==> config.mk <==
export PLATFORM = sky130hd
export DESIGN_NAME = nios_system_sram_ctrl_flat
export DESIGN_NICKNAME = d
export VERILOG_FILES = /design/src/rtl/nios_system_sram_ctrl_if.sv /design/src/rtl/nios_system_sram_ctrl.sv /design/src/flat_wrapper.sv
export SDC_FILE = /design/constraint.sdc
export NUM_CORES = 1
export LEC_CHECK = 0
export ABC_CLOCK_PERIOD_IN_PS = 3690
export BUFFER_PORTS_ARGS = -buffer_cell sky130_fd_sc_hd__buf_2
export CORE_MARGIN = 2
export CORE_UTILIZATION = 50
export CTS_BUF_LIST = sky130_fd_sc_hd__clkbuf_16
export DETAILED_ROUTE_END_ITERATION = 12
export GPL_ROUTABILITY_DRIVEN = 0
export MAX_ROUTING_LAYER = met4
export PLACE_DENSITY = 0.86
export SYNTH_ARGS = -nofsm -noshare
export SYNTH_HDL_FRONTEND = slang
export SYNTH_SLANG_ARGS = --single-unit
==> constraint.sdc <==
create_clock -name clk -period 3.69 [get_ports clk]
set_input_delay 0.369 -clock clk [delete_from_list [all_inputs] [get_ports clk]]
set_output_delay 0.369 -clock clk [all_outputs]
set_load 0.02 [all_outputs]
==> src/rtl/nios_system_sram_ctrl_if.sv <==
// nios_system_sram_ctrl_if: Avalon-MM bus between the Nios interconnect and the SRAM controller
interface nios_system_sram_ctrl_if #(
    parameter int ADDR_W = 11,
    parameter int DATA_W = 16
);
    logic [ADDR_W-1:0] address;
    logic              chipselect;
    logic              read;
    logic              write;
    logic [DATA_W-1:0] writedata;
    logic [DATA_W-1:0] readdata;
    logic              waitrequest;
    modport master (output address, chipselect, read, write, writedata, input readdata, waitrequest);
    modport slave  (input address, chipselect, read, write, writedata, output readdata, waitrequest);
endinterface

==> src/rtl/nios_system_sram_ctrl.sv <==
// nios_system_sram_ctrl: sequences single-word Avalon-MM reads/writes onto an async SRAM with programmable wait states
module nios_system_sram_ctrl #(
    parameter int ADDR_W  = 11,
    parameter int DATA_W  = 16,
    parameter int RD_WAIT = 2,
    parameter int WR_WAIT = 2
) (
    input  logic                  clk,
    input  logic                  reset_n,
    nios_system_sram_ctrl_if.slave bus,
    output logic [ADDR_W-1:0]     sram_addr,
    output logic [DATA_W-1:0]     sram_dq_out,
    output logic                  sram_dq_oe,
    input  logic [DATA_W-1:0]     sram_dq_in,
    output logic                  sram_ce_n,
    output logic                  sram_oe_n,
    output logic                  sram_we_n
);
    localparam int MAX_WAIT = RD_WAIT > WR_WAIT ? RD_WAIT : WR_WAIT;
    localparam int CNT_W    = $clog2(MAX_WAIT) + 1;
    typedef enum logic [2:0] {IDLE, RD, WR_SETUP, WR_PULSE, WR_HOLD, DONE} state_t;
    state_t            state;
    logic [CNT_W-1:0]  cnt;
    logic              ack;
    logic [DATA_W-1:0] rdata;
    logic              req;
    assign req             = bus.chipselect & (bus.read | bus.write);
    assign bus.waitrequest = req & ~ack;
    assign bus.readdata    = rdata;
    // strobes are set on the edge that enters each state, so every pin is a flop output
    always_ff @(posedge clk or negedge reset_n) begin
        if (!reset_n) begin
            state       <= IDLE;
            cnt         <= '0;
            ack         <= 1'b0;
            rdata       <= '0;
            sram_addr   <= '0;
            sram_dq_out <= '0;
            sram_dq_oe  <= 1'b0;
            sram_ce_n   <= 1'b1;
            sram_oe_n   <= 1'b1;
            sram_we_n   <= 1'b1;
        end else begin
            case (state)
                IDLE: if (req) begin
                    sram_addr   <= bus.address;
                    sram_dq_out <= bus.writedata;
                    sram_ce_n   <= 1'b0;
                    if (bus.write) begin
                        state      <= WR_SETUP;
                        sram_dq_oe <= 1'b1;
                    end else begin
                        state     <= RD;
                        sram_oe_n <= 1'b0;
                        cnt       <= CNT_W'(RD_WAIT - 1);
                    end
                end
                RD: if (cnt == '0) begin
                    rdata     <= sram_dq_in;
                    state     <= DONE;
                    ack       <= 1'b1;
                    sram_ce_n <= 1'b1;
                    sram_oe_n <= 1'b1;
                end else begin
                    cnt <= cnt - 1'b1;
                end
                WR_SETUP: begin
                    state     <= WR_PULSE;
                    sram_we_n <= 1'b0;
                    cnt       <= CNT_W'(WR_WAIT - 1);
                end
                WR_PULSE: if (cnt == '0) begin
                    state     <= WR_HOLD;
                    sram_we_n <= 1'b1;
                end else begin
                    cnt <= cnt - 1'b1;
                end
                WR_HOLD: begin
                    state      <= DONE;
                    ack        <= 1'b1;
                    sram_ce_n  <= 1'b1;
                    sram_dq_oe <= 1'b0;
                end
                DONE: begin
                    state <= IDLE;
                    ack   <= 1'b0;
                end
                default: state <= IDLE;
            endcase
        end
    end
endmodule

==> src/flat_wrapper.sv <==
// flat-port wrapper written by rule: the top's interface ports become plain ports
module nios_system_sram_ctrl_flat 
#(
    parameter int ADDR_W  = 11,
    parameter int DATA_W  = 16,
    parameter int RD_WAIT = 2,
    parameter int WR_WAIT = 2
)
  (clk, reset_n, sram_addr, sram_dq_out, sram_dq_oe, sram_dq_in, sram_ce_n, sram_oe_n, sram_we_n, bus_address, bus_chipselect, bus_read, bus_write, bus_writedata, bus_readdata, bus_waitrequest);
  nios_system_sram_ctrl_if #(.ADDR_W(ADDR_W), .DATA_W(DATA_W)) bus_i ();
  input  logic clk;
  input  logic reset_n;
  output logic [ADDR_W-1:0] sram_addr;
  output logic [DATA_W-1:0] sram_dq_out;
  output logic sram_dq_oe;
  input  logic [DATA_W-1:0] sram_dq_in;
  output logic sram_ce_n;
  output logic sram_oe_n;
  output logic sram_we_n;
  input wire logic [$bits(bus_i.address)-1:0] bus_address;
  input wire logic [$bits(bus_i.chipselect)-1:0] bus_chipselect;
  input wire logic [$bits(bus_i.read)-1:0] bus_read;
  input wire logic [$bits(bus_i.write)-1:0] bus_write;
  input wire logic [$bits(bus_i.writedata)-1:0] bus_writedata;
  output wire logic [$bits(bus_i.readdata)-1:0] bus_readdata;
  output wire logic [$bits(bus_i.waitrequest)-1:0] bus_waitrequest;
  assign bus_i.address = bus_address;
  assign bus_i.chipselect = bus_chipselect;
  assign bus_i.read = bus_read;
  assign bus_i.write = bus_write;
  assign bus_i.writedata = bus_writedata;
  assign bus_readdata = bus_i.readdata;
  assign bus_waitrequest = bus_i.waitrequest;
  nios_system_sram_ctrl #(.ADDR_W(ADDR_W), .DATA_W(DATA_W), .RD_WAIT(RD_WAIT), .WR_WAIT(WR_WAIT)) u_core (.clk(clk), .reset_n(reset_n), .bus(bus_i), .sram_addr(sram_addr), .sram_dq_out(sram_dq_out), .sram_dq_oe(sram_dq_oe), .sram_dq_in(sram_dq_in), .sram_ce_n(sram_ce_n), .sram_oe_n(sram_oe_n), .sram_we_n(sram_we_n));
endmodule
==> reports/summary.txt <==
TIMING
----------------------------------------------------------------------------------------
Max-Slew Margin vs Limit ..................................................        0.428
Hold Violations, Final ....................................................            0
Pin slew with the least headroom to its limit .............................       858 ps
Clock period minus final worst setup slack ................................      1940 ps
# setup viols final .......................................................            0
Setup repair after global routing missed its margin .......................           no
Achievable frequency ......................................................      515 MHz
Ratio of final minimum period to clock period .............................        0.527
Clock tree skew after final layout ........................................      4.12 ps
Setup TNS .................................................................         0 ps
Number of max-slew violations in the final report .........................            0

PWR
----------------------------------------------------------------------------------------
Static leakage ............................................................      1.50 nW
Reg power frac ............................................................        0.377
Switch Pwr ................................................................    0.00103 W
Cell-internal power .......................................................    0.00179 W
Share of total power in the clock network .................................        0.177
Switching power share of the total ........................................        0.366
Worst supply voltage drop on vdd ..........................................     0.465 mV
Cell Pwr Density ..........................................................  984 nW/um^2
Combinational share of power ..............................................        0.446

CLOCK TREE
----------------------------------------------------------------------------------------
Number of H-tree levels ...................................................            2
Clk pin slew, worst setup/hold paths ......................................        60 ps
Number of buffers inserted by post-CTS setup repair .......................            0
Root Driver ...............................................................    clkbuf_16
Buffers from clock root to sink, at most ..................................            2
Number of sinks handled by clock tree synthesis ...........................           53
Hold Buf Count CTS ........................................................            0
CTS-repair resized insts ..................................................            0
TritonCTS clock tree ......................................................         done
Skew-Pair Late Insertion Delay ............................................       280 ps
Inserted Clock Buffers ....................................................            5

GRT
----------------------------------------------------------------------------------------
Antenna violations before repair ..........................................            0
Wire length of the first global-routing pass ..............................      6.58 mm
GR Util All Layers ........................................................        0.172
Global route overflow .....................................................            0
Number of global-route vias before repair .................................         1528
Largest net degree at the start of global routing .........................           54

SETUP PATH
----------------------------------------------------------------------------------------
Number of cells on the worst reg-to-reg path ..............................            3
Capturing instance or port of the critical path ........................... u_core.sram_addr[6]$_DFFE_PN0P_
CP Launch Type ............................................................     register
CP Data Required Time .....................................................      3850 ps
Launch point of the critical path ......................................... u_core.state[1]$_DFFE_PN0P_
Crit end category .........................................................     register
CP Data Arrival Time ......................................................      2110 ps
Endpoint of the lowest-slack register-to-register path .................... u_core.sram_addr[6]$_DFFE_PN0P_
Worst r2r src ............................................................. u_core.state[1]$_DFFE_PN0P_
Path type of the worst setup path ......................................... register to register
Critical path peak fanout .................................................           27
Minimum setup slack among reg-to-reg paths ................................      1750 ps

DETAILED ROUTING
----------------------------------------------------------------------------------------
Starting DRC count in detailed routing ....................................           96
Via density per instance ..................................................         5.13
Detailed-route DRC error count ............................................            0
Total routed wirelength ...................................................      4.17 mm
Routed WL per cell ........................................................      14.2 um
Via total after detailed routing ..........................................         1509
Detailed Routing Iterations Pass 1 ........................................            4
Count of antenna-violating nets left after detailed routing ...............            0

SYNTH
----------------------------------------------------------------------------------------
Main combinational cell family by area after synthesis .................... multiplexers
Synth Area in Adders ......................................................      0.00558
Post-synthesis cell area ..................................................   2240 sq um
Cell count after synthesis ................................................          145
Synth top area share ......................................................        0.558
Post-synthesis share of cell area spent on xor and xnor gates .............            0
Number of distinct library cells after synthesis ..........................           30
Mean post-synth cell area .................................................   15.5 sq um
Biggest area consumer among synthesized cells .............................      dfrtp_1
Net count after synthesis .................................................          194
Leading post-synthesis cells by cell area ................................. dfrtp_1 56%, mux2_4 13%, mux2_2 12%
Fraction of the mapped netlist area in simple logic gates .................       0.0463
Complex-gate fraction of the synthesized area .............................       0.0524
Sequential element share of the synthesized area ..........................        0.593
Multiplexer fraction of the synthesized cell area .........................        0.258
Total of warnings raised by yosys .........................................            0
Synth Register Bits .......................................................           53

DIE
----------------------------------------------------------------------------------------
IO Pins ...................................................................           96
Full die area .............................................................   5040 sq um
Initial standard-cell utilization of the core .............................        0.519
Width of the chip .........................................................      71.0 um
Floorplan core area .......................................................   4320 sq um
Site row count ............................................................           24
Die height ................................................................      71.0 um

MIN PATH
----------------------------------------------------------------------------------------
Worst hold-check path type ................................................ primary input to asynchronous set/reset pin

LAYOUT
----------------------------------------------------------------------------------------
Nets@finish ...............................................................          290
Core occupancy in the finished layout .....................................        0.665
Area overhead of the layout relative to synthesis .........................        28.2%
Final antenna diode count .................................................            0
Cell Count, Final, Fillers Out ............................................          294
Fraction of layout cells with a size suffix above 1 .......................        0.628

OUTCOME
----------------------------------------------------------------------------------------
Result of the run ......................................................... finished, final reports clean

PLACEMENT
----------------------------------------------------------------------------------------
Number of placed cells counting well taps .................................          286
Number of input and output port buffers inserted ..........................           95
Total half-perimeter wirelength after legalization and detailed placement .      3.02 mm

FLOW RUN
----------------------------------------------------------------------------------------
Max Cap Viol ..............................................................            0

power by group through the flow:
stage                     combinational, W  clock (W)  sequential (W)
final                              0.00126   0.000501         0.00107
after detailed placement           0.00127          0         0.00107
after global placement             0.00124          0         0.00106
after CTS                          0.00128   0.000519         0.00107
after global routing               0.00135   0.000537         0.00111
after floorplan                   0.000608          0         0.00137
state kept, by name, summed over array words and instances, names as in the netlist:
| register | cells |
|---|---|
| u_core.sram_dq_out | 16 |
| u_core.sram_oe_n | 1 |
| u_core.bus.readdata | 16 |
| u_core.sram_we_n | 1 |
| u_core.ack | 1 |
| u_core.sram_ce_n | 1 |
| u_core.state | 3 |
| u_core.sram_addr | 11 |
| u_core.cnt | 2 |
| u_core.sram_dq_oe | 1 |
cell families (layout without fill, tap and decap cells):
family                   after synthesis  in the layout
multiplexers                          45             45
adder cells (fa/ha/maj)                1              1
flip-flops                            53             53
AND/OR/NAND/NOR                       16             16
AO/OA/AOI/OAI                         18             18
buffers and inverters                 12            109
synthesized netlist by cell type (all sizes together):
| cell | n |
|---|---|
| a211o | 1 |
| a21boi | 1 |
| a21o | 2 |
| a21oi | 3 |
| a2bb2oi | 1 |
| a31oi | 3 |
| buf | 5 |
| clkbuf | 2 |
| dfrtp | 50 |
| dfstp | 3 |
| ha | 1 |
| inv | 5 |
| mux2 | 43 |
| mux2i | 2 |
| nand2 | 3 |
| nand2b | 1 |
| nand3 | 1 |
| nand3b | 1 |
| nor2 | 4 |
| nor3 | 2 |
| nor3b | 2 |
| o211a | 1 |
| o21ai | 6 |
| or3 | 1 |
| or3b | 1 |
routing by layer:
metal / GRT usage / share of wire
met4: 0.0797 / 0.019
met2: 0.294 / 0.53
met5: - / 0
met3: 0.0313 / 0.059
met1: 0.196 / 0.40
final cells by class:
| type | count | area (sq um) |
|---|---|---|
| inverter | 5 | 18.8 |
| timing repair buffer | 96 | 483 |
| tap | 52 | 65.1 |
| multi-input combinational | 80 | 816 |
| sequential | 53 | 1330 |
| clock inverter | 3 | 37.5 |
| clock buffer | 5 | 125 |
| fill | 324 | 1450 |
stage by stage:
| stage | power (W) | worst slack (ps) | hold WS [ps] | area (sq um) |
|---|---|---|---|---|
| 2_1_floorplan | 0.00198 | 2080 | 73.4 | 2240 |
| 3_3_place_gp | 0.00230 | 1710 | 484 | 2710 |
| 3_5_place_dp | 0.00234 | 1630 | 490 | 2710 |
| 4_1_cts | 0.00286 | 1740 | 225 | 2880 |
| 5_1_grt | 0.00299 | 1630 | 268 | 2880 |
| 6_report | 0.00283 | 1750 | 200 | 2880 |
worst max-delay path, cell delays in order (launching register included):
cell and delay, ps:
dfrtp_1 560, nor3_4 280, nand2b_2 490, mux2_4 480
cells in the final DEF (no fill, tap or decap), drive strengths merged, types with 3 or more instances in the layout:
cell,count
clkbuf,5
o21ai,6
a21oi,3
dfrtp,50
inv,6
nor2,4
dfstp,3
mux2,43
buf,96
nand2,3
a31oi,3
worst min path at each step:
stage | startpoint | end | slack, ps | cells past startpoint
2_1_floorplan | reset_n | u_core.ack$_DFFE_PN0P_ | 70 | 0
3_3_place_gp | u_core.bus.readdata[9]$_DFFE_PN0P_ | u_core.bus.readdata[9]$_DFFE_PN0P_ | 480 | 1
3_5_place_dp | u_core.sram_dq_out[13]$_DFFE_PN0P_ | u_core.sram_dq_out[13]$_DFFE_PN0P_ | 490 | 1
4_1_cts | reset_n | u_core.state[0]$_DFFE_PN0P_ | 220 | 2
5_1_grt | reset_n | u_core.bus.readdata[14]$_DFFE_PN0P_ | 270 | 2
6_report | reset_n | u_core.bus.readdata[2]$_DFFE_PN0P_ | 200 | 2
No activity file was read; power rests on OpenSTA's default activity.
